File: src/rtl/count_seg_display.sv
// Time-multiplexed 4-digit seven-segment driver for two 4-bit counts.
// Each count is snapshotted once per scan frame and shown as two decimal digits.
module count_seg_display #(
    parameter int REFRESH_DIV  = 100000,
    parameter bit COMMON_ANODE = 1'b1
) (
    input  logic       clk,
    input  logic       rst,
    input  logic       enable,
    input  logic [3:0] count_a,
    input  logic [3:0] count_b,
    output logic [3:0] an,
    output logic [6:0] seg,
    output logic       dp
);

    localparam int PRE_W = (REFRESH_DIV > 1) ? $clog2(REFRESH_DIV) : 1;
    localparam logic [PRE_W-1:0] PRE_MAX = PRE_W'(REFRESH_DIV - 1);
    localparam logic [PRE_W-1:0] PRE_ONE = PRE_W'(1);

    // Inactive output levels depend on the display polarity.
    localparam logic [3:0] AN_OFF  = COMMON_ANODE ? 4'hF : 4'h0;
    localparam logic [6:0] SEG_OFF = COMMON_ANODE ? 7'h7F : 7'h00;
    localparam logic       DP_OFF  = COMMON_ANODE;

    logic [PRE_W-1:0] pre_q, pre_d;
    logic [1:0]       idx_q, idx_d;
    logic [3:0]       snap_a_q, snap_b_q;
    logic [3:0]       an_q, an_d;
    logic [6:0]       seg_q, seg_d;
    logic             dp_q, dp_d;
    logic             tick, load;

    logic [3:0] digit_val;
    logic       digit_blank;
    logic       digit_dp;
    logic [6:0] seg_ah;
    logic [3:0] an_ah;

    function automatic logic [6:0] seg_code(input logic [3:0] d);
        case (d)
            4'd0:    seg_code = 7'h3F;
            4'd1:    seg_code = 7'h06;
            4'd2:    seg_code = 7'h5B;
            4'd3:    seg_code = 7'h4F;
            4'd4:    seg_code = 7'h66;
            4'd5:    seg_code = 7'h6D;
            4'd6:    seg_code = 7'h7D;
            4'd7:    seg_code = 7'h07;
            4'd8:    seg_code = 7'h7F;
            4'd9:    seg_code = 7'h6F;
            default: seg_code = 7'h00;
        endcase
    endfunction

    function automatic logic [3:0] bcd_ones(input logic [3:0] v);
        bcd_ones = (v >= 4'd10) ? v - 4'd10 : v;
    endfunction

    always_comb begin
        tick  = enable && (pre_q == PRE_MAX);
        load  = enable && (pre_q == '0) && (idx_q == 2'd0);
        pre_d = pre_q;
        idx_d = idx_q;
        if (tick) begin
            pre_d = '0;
            idx_d = idx_q + 2'd1;
        end else if (enable) begin
            pre_d = pre_q + PRE_ONE;
        end
    end

    // Tens digits are only ever 0 or 1 for a 4-bit value; 0 is blanked.
    always_comb begin
        digit_val   = 4'd0;
        digit_blank = 1'b0;
        digit_dp    = 1'b0;
        case (idx_q)
            2'd0: digit_val = bcd_ones(snap_a_q);
            2'd1: begin
                digit_val   = 4'd1;
                digit_blank = (snap_a_q < 4'd10);
            end
            2'd2: begin
                digit_val = bcd_ones(snap_b_q);
                digit_dp  = 1'b1;
            end
            default: begin
                digit_val   = 4'd1;
                digit_blank = (snap_b_q < 4'd10);
            end
        endcase
        seg_ah = digit_blank ? 7'h00 : seg_code(digit_val);
        an_ah  = 4'b0001 << idx_q;

        if (enable) begin
            an_d  = COMMON_ANODE ? ~an_ah  : an_ah;
            seg_d = COMMON_ANODE ? ~seg_ah : seg_ah;
            dp_d  = COMMON_ANODE ? ~digit_dp : digit_dp;
        end else begin
            an_d  = AN_OFF;
            seg_d = SEG_OFF;
            dp_d  = DP_OFF;
        end
    end

    always_ff @(posedge clk) begin
        if (!rst) begin
            pre_q    <= '0;
            idx_q    <= 2'd0;
            snap_a_q <= 4'd0;
            snap_b_q <= 4'd0;
            an_q     <= AN_OFF;
            seg_q    <= SEG_OFF;
            dp_q     <= DP_OFF;
        end else begin
            pre_q <= pre_d;
            idx_q <= idx_d;
            if (load) begin
                snap_a_q <= count_a;
                snap_b_q <= count_b;
            end
            an_q  <= an_d;
            seg_q <= seg_d;
            dp_q  <= dp_d;
        end
    end

    assign an  = an_q;
    assign seg = seg_q;
    assign dp  = dp_q;

endmodule

File: config.mk
export PLATFORM = sky130hd
export DESIGN_NAME = count_seg_display
export DESIGN_NICKNAME = d
export VERILOG_FILES = /design/src/rtl/count_seg_display.sv
export SDC_FILE = /design/constraint.sdc
export NUM_CORES = 1
export LEC_CHECK = 0
export CORE_MARGIN = 2
export CORE_UTILIZATION = 50
export DETAILED_ROUTE_END_ITERATION = 10
export GPL_ROUTABILITY_DRIVEN = 0
export PLACE_DENSITY = 0.71
export SYNTH_ARGS = -nofsm -noshare
export SYNTH_HDL_FRONTEND = slang
export SYNTH_SLANG_ARGS = --single-unit
File: constraint.sdc
create_clock -name clk -period 6.6 [get_ports clk]
set_input_delay 0.99 -clock clk [delete_from_list [all_inputs] [get_ports clk]]
set_output_delay 0.99 -clock clk [all_outputs]
set_load 0.03 [all_outputs]
==> out/metrics.cfg, run 1 <==
[synthesis]
synth_compound_area_share_pct=18.1
netlist_area_um2=2060
synth.distinct_cells=53
synth_cells=237
ys.flop_type=dfxtp_1
syn_area_per_cell_um2=8.67
synth_edf_count=0
ys_seq_area_share_pct=37.0
async_reset_ff_share_pct=0
synth_fa_ha_area_share_pct=8.52
synth_simple_gate_area_share_pct=25.0
ys_seq_elements=38
synthMuxAreaShare_pct=1.03
synth_top_family_by_area=simple AND/OR/NAND/NOR gates
synth_xor_area_share_pct=5.54
yosys_warnings=0
synth_fp_nets=262

[power]
p_sw_uw=126
irDropWorstVdd_v=0.000106
powerDensity_nw_per_um2=201
p_int_uw=356
pwr-share-seq_pct=51.1
leakage_uw=0.000880
clock_power_share_pct=34.0
pwr-share-comb_pct=14.9
swShare_pct=26.2

[hold_path]
hold_path_class=flip-flop to flip-flop

[timing]
period_needed_ns=2.73
hold_viol_final=0
finalSetupViolations=0
rsz0062_at_grt=false
tns_ns=0
fin_crit_sh_pct=41.4
tightestPinTransition_ns=0.691
fin_worst_skew_ns=0.00330
max_freq_mhz=366
drv_slew=0
slew_headroom_pct=53.9

[global_routing]
track_usage_pct=19.6
grt_pass1_vias=1555
gr-total-overflow=0
antenna_found_initial=0
grt_pass1_wl_um=6900
grt_max_degree=18

[run]
maxCapViolations=0

[critical_path]
slowest_delay_ns=0.76
ff2ff_setup_slack_ns=4.17
worstPathMaxFanout=17
endpoint_kind=flip-flop
crit_type=input pin to flip-flop
slowest_stage=clkdlybuf4s50_1
crit_path_end=pre_q[12]
reg2reg_to=seg[6]
cp.required_ns=6.75
path_depth=5
cp-startpoint=enable
crit_chain=clkdlybuf4s50_1, and4_1, nand2_1, o21ai_2, nor2_1
reg2reg_from=idx_q[0]
cp-start-kind=input pin
path_buf_inv=1
rr_worst_depth=9
crit_family=buffers and inverters
arrival_ns=2.88

[routing]
drt_wl_total_um=4130
first_pass_iters=4
vias_per_cell=5.65
met1Wirelength_um=1890
postRouteAntennaNets=0
routed.top_layer=met4
drcViolationCount=0
met3_length_um=173
avgRoutedWirePerCell_um=13.4
drt_iter0_drc=76
vias=1746
wl_met2_um=2000

[clocking]
cts-root-buf=clkbuf_8
tritoncts=built
clockBufferDepth=2
cts_inserted_buffers=5
hold_buffers=0
cts_sinks=38
htreeDepth=2
post-cts-setup-buffers=0
cts_resized=0
path_clk_slew_ns=0.07
clkLatencyLatePin_ns=0.29

[layout]
drive_above_1_share_pct=6.18
utilization_pct=60.2
final_nets=283
final_cell_mix=dfxtp_1, clkdlybuf4s50_1, nor2_1, nand3_1, inv_1
area_growth_pct=16.3
finalNonFillerCells=309
final_common_cell=dfxtp_1
insertedDiodeCount=0

[floorplan]
initial_core_util_pct=51.8
coreArea_um2=3970
die_w_um=68.1
std_cell_rows=23
die_y_um=68.1
ios=23
die_area_um2=4640

[placement]
io_buffers=22
dp_hpwl_um=3010
place_inst=301

[run_status]
outcome=completed

worst reg2reg max path: stages, from the launching register on:
cell,delay (ns)
dfxtp_1,0.44
inv_1,0.09
ha_1,0.34
nand4b_1,0.15
nand2_1,0.15
nor2_1,0.28
inv_1,0.10
ha_1,0.19
or3_1,0.39
a31o_1,0.21
power by group through the flow:
stage	logic (uW)	registers [uW]	clock network, uW
after floorplan	41.4	258	0
after global placement	70.2	251	0
after detailed placement	71.6	251	0
after CTS	71.9	246	168
after global routing	79.8	247	179
final	71.8	246	164
logic make-up (layout without fill, tap and decap cells):
family          count (synthesis)  after routing
compound gates                 54             54
xor+xnor                       13             13
fa+ha+maj                      14             14
buf+inv                        24             46
flops                          38             38
mux                             2              2
simple gates                   92             92
sequential cells by signal, summed over array words and instances, names as in the netlist:
name,cells
an,4
idx_q,2
pre_q,17
seg,7
snap_a_q,4
snap_b_q,4
synthesized netlist by cell type, types with 4 or more instances:
cell	instances	area, um^2
a21oi_1	14	70.1
buf_2	4	20.0
dfxtp_1	38	761
ha_1	14	175
inv_1	15	56.3
nand2_1	14	52.6
nand3_1	16	80.1
nand4_1	7	43.8
nor2_1	16	60.1
nor3_1	6	30.0
nor4_1	5	31.3
o21ai_0	12	60.1
or3_1	4	25.0
xnor2_1	9	78.8
xor2_1	4	35.0
metal layers:
layer / up-vias / GRT usage (%)
met5: - / 0
met4: 0 / 9.25
met3: 8 / 4.93
met2: 37 / 33.1
met1: 803 / 23.2
li1: 898 / -
metrics by stage:
step	instance area [um^2]	hold slack (ns)	setup WS [ns]	total power [uW]
floorplan	2060	0.449	4.47	299
global placement	2300	0.463	3.61	321
detailed placement	2300	0.467	3.52	323
CTS	2390	0.477	3.84	486
global route	2390	0.514	3.67	506
finish	2390	0.476	3.87	482
area by class of cell:
class	instances	area, um^2
clock buffers	7	86.3
clock inverters	1	5.00
fillers	377	1580
inverters	16	60.1
multi-input cells	175	1200
flip-flops and latches	38	761
well taps	50	62.6
repair buffers	22	220
worst min-delay path by stage:
stage / start / endpoint / slack (ns) / cells past startpoint
2_1_floorplan: snap_b_q[0] / snap_b_q[0] / 0.45 / 2
3_3_place_gp: snap_a_q[0] / snap_a_q[0] / 0.46 / 2
4_1_cts: snap_a_q[0] / snap_a_q[0] / 0.48 / 2
3_5_place_dp: snap_a_q[0] / snap_a_q[0] / 0.47 / 2
6_report: snap_a_q[0] / snap_a_q[0] / 0.48 / 2
5_1_grt: snap_b_q[0] / snap_b_q[0] / 0.51 / 2
(Power assumes the default switching activity.)
==> inputs of run 2 (changes only) <==
--- a/config.mk
+++ b/config.mk
@@ -9,7 +9,7 @@
 export CORE_UTILIZATION = 50
 export DETAILED_ROUTE_END_ITERATION = 10
 export GPL_ROUTABILITY_DRIVEN = 0
-export PLACE_DENSITY = 0.71
+export PLACE_DENSITY = 0.74
 export SYNTH_ARGS = -nofsm -noshare
 export SYNTH_HDL_FRONTEND = slang
 export SYNTH_SLANG_ARGS = --single-unit
==> constraint.sdc (replaced) <==
create_clock -name clk -period 2.5 [get_ports clk]
set_input_delay 0.375 -clock clk [delete_from_list [all_inputs] [get_ports clk]]
set_output_delay 0.375 -clock clk [all_outputs]
set_load 0.03 [all_outputs]
==> run 2 against run 1 <==
Net effect: first-iteration DRC count increased by 93%; worst setup slack got worse by 3.6 ns; clock skew grew 0.012 ns; sequential power grew to 2.6 times the previous value; utilization up 1.2 points; final cell count grew 1.6%; combinational power grew to 2.7 times the previous value; routed wire length increased by 3.5%; worst hold slack better by 0.013 ns; sequential share of layout area is 0.60 points lower; cell area increased by 1.9%; clock-buffer cell count down 1; largest power group unchanged.
==> out/metrics.cfg, run 2 (synthesis gave the netlist of run 1 again) <==
[layout]
drive_above_1_share_pct=9.09  ; +2.9 points
insertedDiodeCount=0  ; unchanged
utilization_pct=61.4  ; +1.2 points
regMostFlops=pre_q
final_cell_mix=dfxtp_1, clkdlybuf4s50_1, nand3_1, inv_1, nor2_1
nFillCells=376  ; -0.27%
largest_register_ff_count=17  ; unchanged
final_common_cell=dfxtp_1
area_growth_pct=18.6
final_nets=288  ; +1.8%

[timing]
slew_headroom_pct=72.4  ; +18 points
hold_viol_final=0  ; unchanged
finalSetupViolations=0  ; unchanged
period_needed_ns=2.23
drv_slew=0  ; unchanged
max_freq_mhz=449
rsz0062_at_grt=false
fin_crit_sh_pct=89.1
fin_worst_skew_ns=0.0157  ; +0.0124 ns
tns_ns=0  ; unchanged
tightestPinTransition_ns=0.408  ; -0.283 ns

[clocking]
cts_inserted_buffers=5  ; unchanged
clkLatencyLatePin_ns=0.30  ; about the same
cts_resized=0  ; unchanged
htreeDepth=2  ; unchanged
hold_buffers=0  ; unchanged
path_clk_slew_ns=0.08  ; about the same
post-cts-setup-buffers=0  ; unchanged
cts-root-buf=clkbuf_8
tritoncts=built
clockBufferDepth=2  ; unchanged
cts_sinks=38  ; unchanged

[global_routing]
antenna_found_initial=0  ; unchanged
grt_max_degree=18  ; unchanged
gr-total-overflow=0  ; unchanged
grt_pass1_vias=1640  ; +5.5%
grt_pass1_wl_um=7090  ; +2.8%
track_usage_pct=20.4  ; +0.75 points

[critical_path]
endpoint_kind=flip-flop
cp.required_ns=2.70  ; -4.05 ns
arrival_ns=2.42  ; -0.46 ns
crit_chain=inv_1, ha_1, nand4b_1, nand2_1, nor2_2, inv_1, ha_1, or3_1, a31o_1
slowest_stage=dfxtp_1
rr_worst_depth=9  ; unchanged
cp-start-kind=flip-flop
slowest_delay_ns=0.41  ; -0.35 ns
ff2ff_setup_slack_ns=0.27  ; -3.90 ns
crit_type=flip-flop to flip-flop
worstPathMaxFanout=7  ; -10

[hold_path]
hold_path_class=flip-flop to flip-flop
worst_hold_path.num_cells=2  ; unchanged

[floorplan]
std_cell_rows=23  ; unchanged
ios=23  ; unchanged
die_w_um=68.1  ; unchanged
coreArea_um2=3970  ; unchanged
die_y_um=68.1  ; unchanged
initial_core_util_pct=51.8  ; unchanged
die_area_um2=4640  ; unchanged

[power]
clock_power_share_pct=34.4  ; +0.4 points
p_int_uw=942  ; +160%
leakage_uw=0.000903  ; +2.5%
pwr-share-comb_pct=15.2  ; +0.3 points
swShare_pct=27.0  ; +0.84 points
p_sw_uw=349  ; +180%
pwr-share-seq_pct=50.4  ; -0.7 points
irDropWorstVdd_v=0.000307  ; +190%
powerDensity_nw_per_um2=530  ; +160%

[run]
maxCapViolations=0  ; unchanged

[placement]
io_buffers=22  ; unchanged
dp_hpwl_um=3090  ; +2.7%

[routing]
drt_wl_total_um=4280  ; +3.5%
postRouteAntennaNets=0  ; unchanged
vias_per_cell=5.67  ; +0.27%
vias=1779  ; +1.9%
drt_iter0_drc=147  ; +93%
avgRoutedWirePerCell_um=13.6  ; +1.8%
drcViolationCount=0  ; unchanged
first_pass_iters=4  ; unchanged

[run_status]
outcome=completed

-- run 2: layout make-up --
class | instances | area [um^2] | share of cell area, %
clock inverters | 2 | 12.5 | 0.513
multi-input cells | 175 | 1200 | 49.3
repair buffers | 27 | 258 | 10.6
flip-flops and latches | 38 | 761 | 31.2
inverters | 16 | 60.1 | 2.46
well taps | 50 | 62.6 | 2.57
clock buffers | 6 | 82.6 | 3.39
-- run 2: through the flow --
step | power [uW] | instances | hold slack, ns | setup slack, ns | cell area, um^2
floorplan | 789 | 237 | 0.449 | 0.365 | 2060
global placement | 855 | 306 | 0.467 | 0.246 | 2340
detailed placement | 859 | 306 | 0.474 | 0.170 | 2340
CTS | 1300 | 314 | 0.491 | 0.170 | 2430
global route | 1350 | 314 | 0.522 | 0.0705 | 2440
finish | 1290 | 314 | 0.489 | 0.273 | 2440
-- run 2: metal layers --
metal	global-route usage [%]	share of wire, %
met5	0	0
met4	9.50	2.7
met3	5.92	4.3
met2	32.5	45
met1	25.2	48
-- run 2: worst paths after layout --
kind	start	endpoint
setup / recovery	idx_q[0]	seg[6]
hold / removal	snap_b_q[0]	snap_b_q[0]
setup reg to reg	idx_q[0]	seg[6]
hold reg to reg	snap_b_q[0]	snap_b_q[0]
-- run 2: worst max-delay path: cells and delay by family (launching register included) --
kind	cells	cell delay, ns
and+or+nand+nor	4	0.86
AOI/OAI and AO/OA	1	0.21
DFF	1	0.41
buffers and inverters	2	0.18
adders and majority gates	2	0.46
-- run 2: power by group through the flow --
stage	sequential, uW	combinational, uW	clock (uW)
after detailed placement	664	194	0
after global placement	664	191	0
after CTS	651	195	457
after floorplan	680	109	0
after global routing	655	217	482
final	651	196	444
==> inputs of run 3 (changes only) <==
--- a/config.mk
+++ b/config.mk
@@ -9,6 +9,7 @@
 export CORE_UTILIZATION = 50
 export DETAILED_ROUTE_END_ITERATION = 10
 export GPL_ROUTABILITY_DRIVEN = 0
+export MAX_ROUTING_LAYER = met4
 export PLACE_DENSITY = 0.74
 export SYNTH_ARGS = -nofsm -noshare
 export SYNTH_HDL_FRONTEND = slang
==> run 3 against run 2 <==
Net effect: global-route usage is 0.58 points higher; sequential power hardly changed; routed wire length stayed put; clock-buffer cell count stayed put; sequential share of layout area stayed put; power stayed put; combinational power hardly changed; non-clock buffer count stayed put; largest cell class unchanged.
==> out/metrics.cfg, run 3 (synthesis gave the netlist of run 1 again) <==
[placement]
io_buffers=22  ; unchanged
dp_hpwl_um=3090  ; unchanged
place_inst=306  ; unchanged
place_ws_ns=0.170  ; unchanged

[critical_path]
reg2reg_to=seg[6]
crit_type=flip-flop to flip-flop
reg2reg_from=idx_q[0]
endpoint_kind=flip-flop
ff2ff_setup_slack_ns=0.27  ; about the same
cp.required_ns=2.70  ; about the same
rr_worst_depth=9  ; unchanged
arrival_ns=2.42  ; about the same
worstPathMaxFanout=7  ; unchanged
cp-start-kind=flip-flop
cp-startpoint=idx_q[0]
crit_path_end=seg[6]

[routing]
drt_wl_total_um=4280  ; unchanged
drcViolationCount=0  ; unchanged
first_pass_iters=4  ; unchanged
vias_per_cell=5.67  ; unchanged
postRouteAntennaNets=0  ; unchanged
vias=1779  ; unchanged
avgRoutedWirePerCell_um=13.6  ; unchanged
drt_iter0_drc=156  ; +6.1%

[clocking]
cts_inserted_buffers=5  ; unchanged
htreeDepth=2  ; unchanged
cts-root-buf=clkbuf_8
clkLatencyLatePin_ns=0.30  ; about the same
tritoncts=built
path_clk_slew_ns=0.08  ; about the same
clockBufferDepth=2  ; unchanged
cts_sinks=38  ; unchanged
post-cts-setup-buffers=0  ; unchanged

[layout]
finalNonFillerCells=314  ; unchanged
drive_above_1_share_pct=9.09  ; unchanged
final_nets=288  ; unchanged
final_common_cell=dfxtp_1
insertedDiodeCount=0  ; unchanged
area_growth_pct=18.6  ; unchanged
multiInputGateArea_um2=1200  ; unchanged
final_cell_mix=dfxtp_1, clkdlybuf4s50_1, nand3_1, inv_1, nor2_1
regMostFlops=pre_q
regArea_um2=761  ; unchanged
largest_register_ff_count=17  ; unchanged
nFillCells=376  ; unchanged

[timing]
fin_ws_ns=0.273  ; unchanged
finalSetupViolations=0  ; unchanged
tns_ns=0  ; unchanged
hold_ws_ns=0.489  ; unchanged
period_needed_ns=2.23  ; unchanged
tightestPinTransition_ns=0.408  ; unchanged
fin_worst_skew_ns=0.0157  ; unchanged
rsz0062_at_grt=false
fin_crit_sh_pct=89.1  ; unchanged
hold_viol_final=0  ; unchanged
drv_slew=0  ; unchanged
max_freq_mhz=449  ; unchanged
slew_headroom_pct=72.4  ; unchanged

[floorplan]
ios=23  ; unchanged
die_area_um2=4640  ; unchanged
std_cell_rows=23  ; unchanged
coreArea_um2=3970  ; unchanged
initial_core_util_pct=51.8  ; unchanged
die_y_um=68.1  ; unchanged
die_w_um=68.1  ; unchanged

[global_routing]
track_usage_pct=21.0  ; +0.58 points
grt_max_degree=18  ; unchanged
grt_pass1_vias=1640  ; unchanged
gr-total-overflow=0  ; unchanged
antenna_found_initial=0  ; unchanged
grt_pass1_wl_um=7090  ; unchanged

[power]
leakage_uw=0.000903  ; unchanged
irDropWorstVdd_v=0.000307  ; unchanged
powerDensity_nw_per_um2=530  ; unchanged
finalPower_uw=1290  ; unchanged

[run_status]
outcome=completed

[hold_path]
hold_path_class=flip-flop to flip-flop
worst_hold_path.num_cells=2  ; unchanged

[run]
maxCapViolations=0  ; unchanged

-- run 3: cell counts in the layout (fill, tap and decap cells not counted) --
No cell type changed its count.
-- run 3: per-layer routing --
layer	up-vias	GRT usage (%)	routed length, um
li1	903	-	-
met1	822	25.2	2060
met2	42	32.5	1920
met3	12	5.92	182
met4	0	9.50	115
met5	-	-	0
-- run 3: cell type report --
class	instances	area share, %
inverters	16	2.46
flip-flops and latches	38	31.2
clock inverters	2	0.513
repair buffers	27	10.6
clock buffers	6	3.39
well taps	50	2.57
multi-input cells	175	49.3
-- run 3: worst max-delay path, cell delays in order, from the launching register on --
cell      delay, ns
dfxtp_1        0.41
inv_1          0.09
ha_1           0.29
nand4b_1       0.13
nand2_1        0.14
nor2_2         0.21
inv_1          0.09
ha_1           0.17
or3_1          0.38
a31o_1         0.21
-- run 3: worst min path at each step --
stage	start	end	slack [ns]
after floorplan	snap_b_q[0]	snap_b_q[0]	0.45
after detailed placement	snap_a_q[0]	snap_a_q[0]	0.47
final	snap_b_q[0]	snap_b_q[0]	0.49
after global placement	snap_b_q[0]	snap_b_q[0]	0.47
after CTS	snap_b_q[0]	snap_b_q[0]	0.49
after global routing	snap_b_q[0]	snap_b_q[0]	0.52
-- run 3: through the flow --
stage / area (um^2) / utilization, %
floorplan: 2060 / -
global placement: 2340 / 58.9
detailed placement: 2340 / 58.9
CTS: 2430 / 61.2
global route: 2440 / 61.4
finish: 2440 / 61.4
-- run 3: power breakdown --
| part | total (uW) | internal (uW) | switching [uW] | leakage [uW] |
|---|---|---|---|---|
| clock | 444 | 222 | 222 | 0.0000472 |
| sequential | 651 | 629 | 22.1 | 0.000310 |
| combinational | 196 | 91.7 | 105 | 0.000546 |
-- run 3: repair_timing --
item	in CTS	in global routing
hold buffers	0	0
resized for setup	0	2
endpoints found under the setup margin	0	2
hold endpoints to repair	0	0
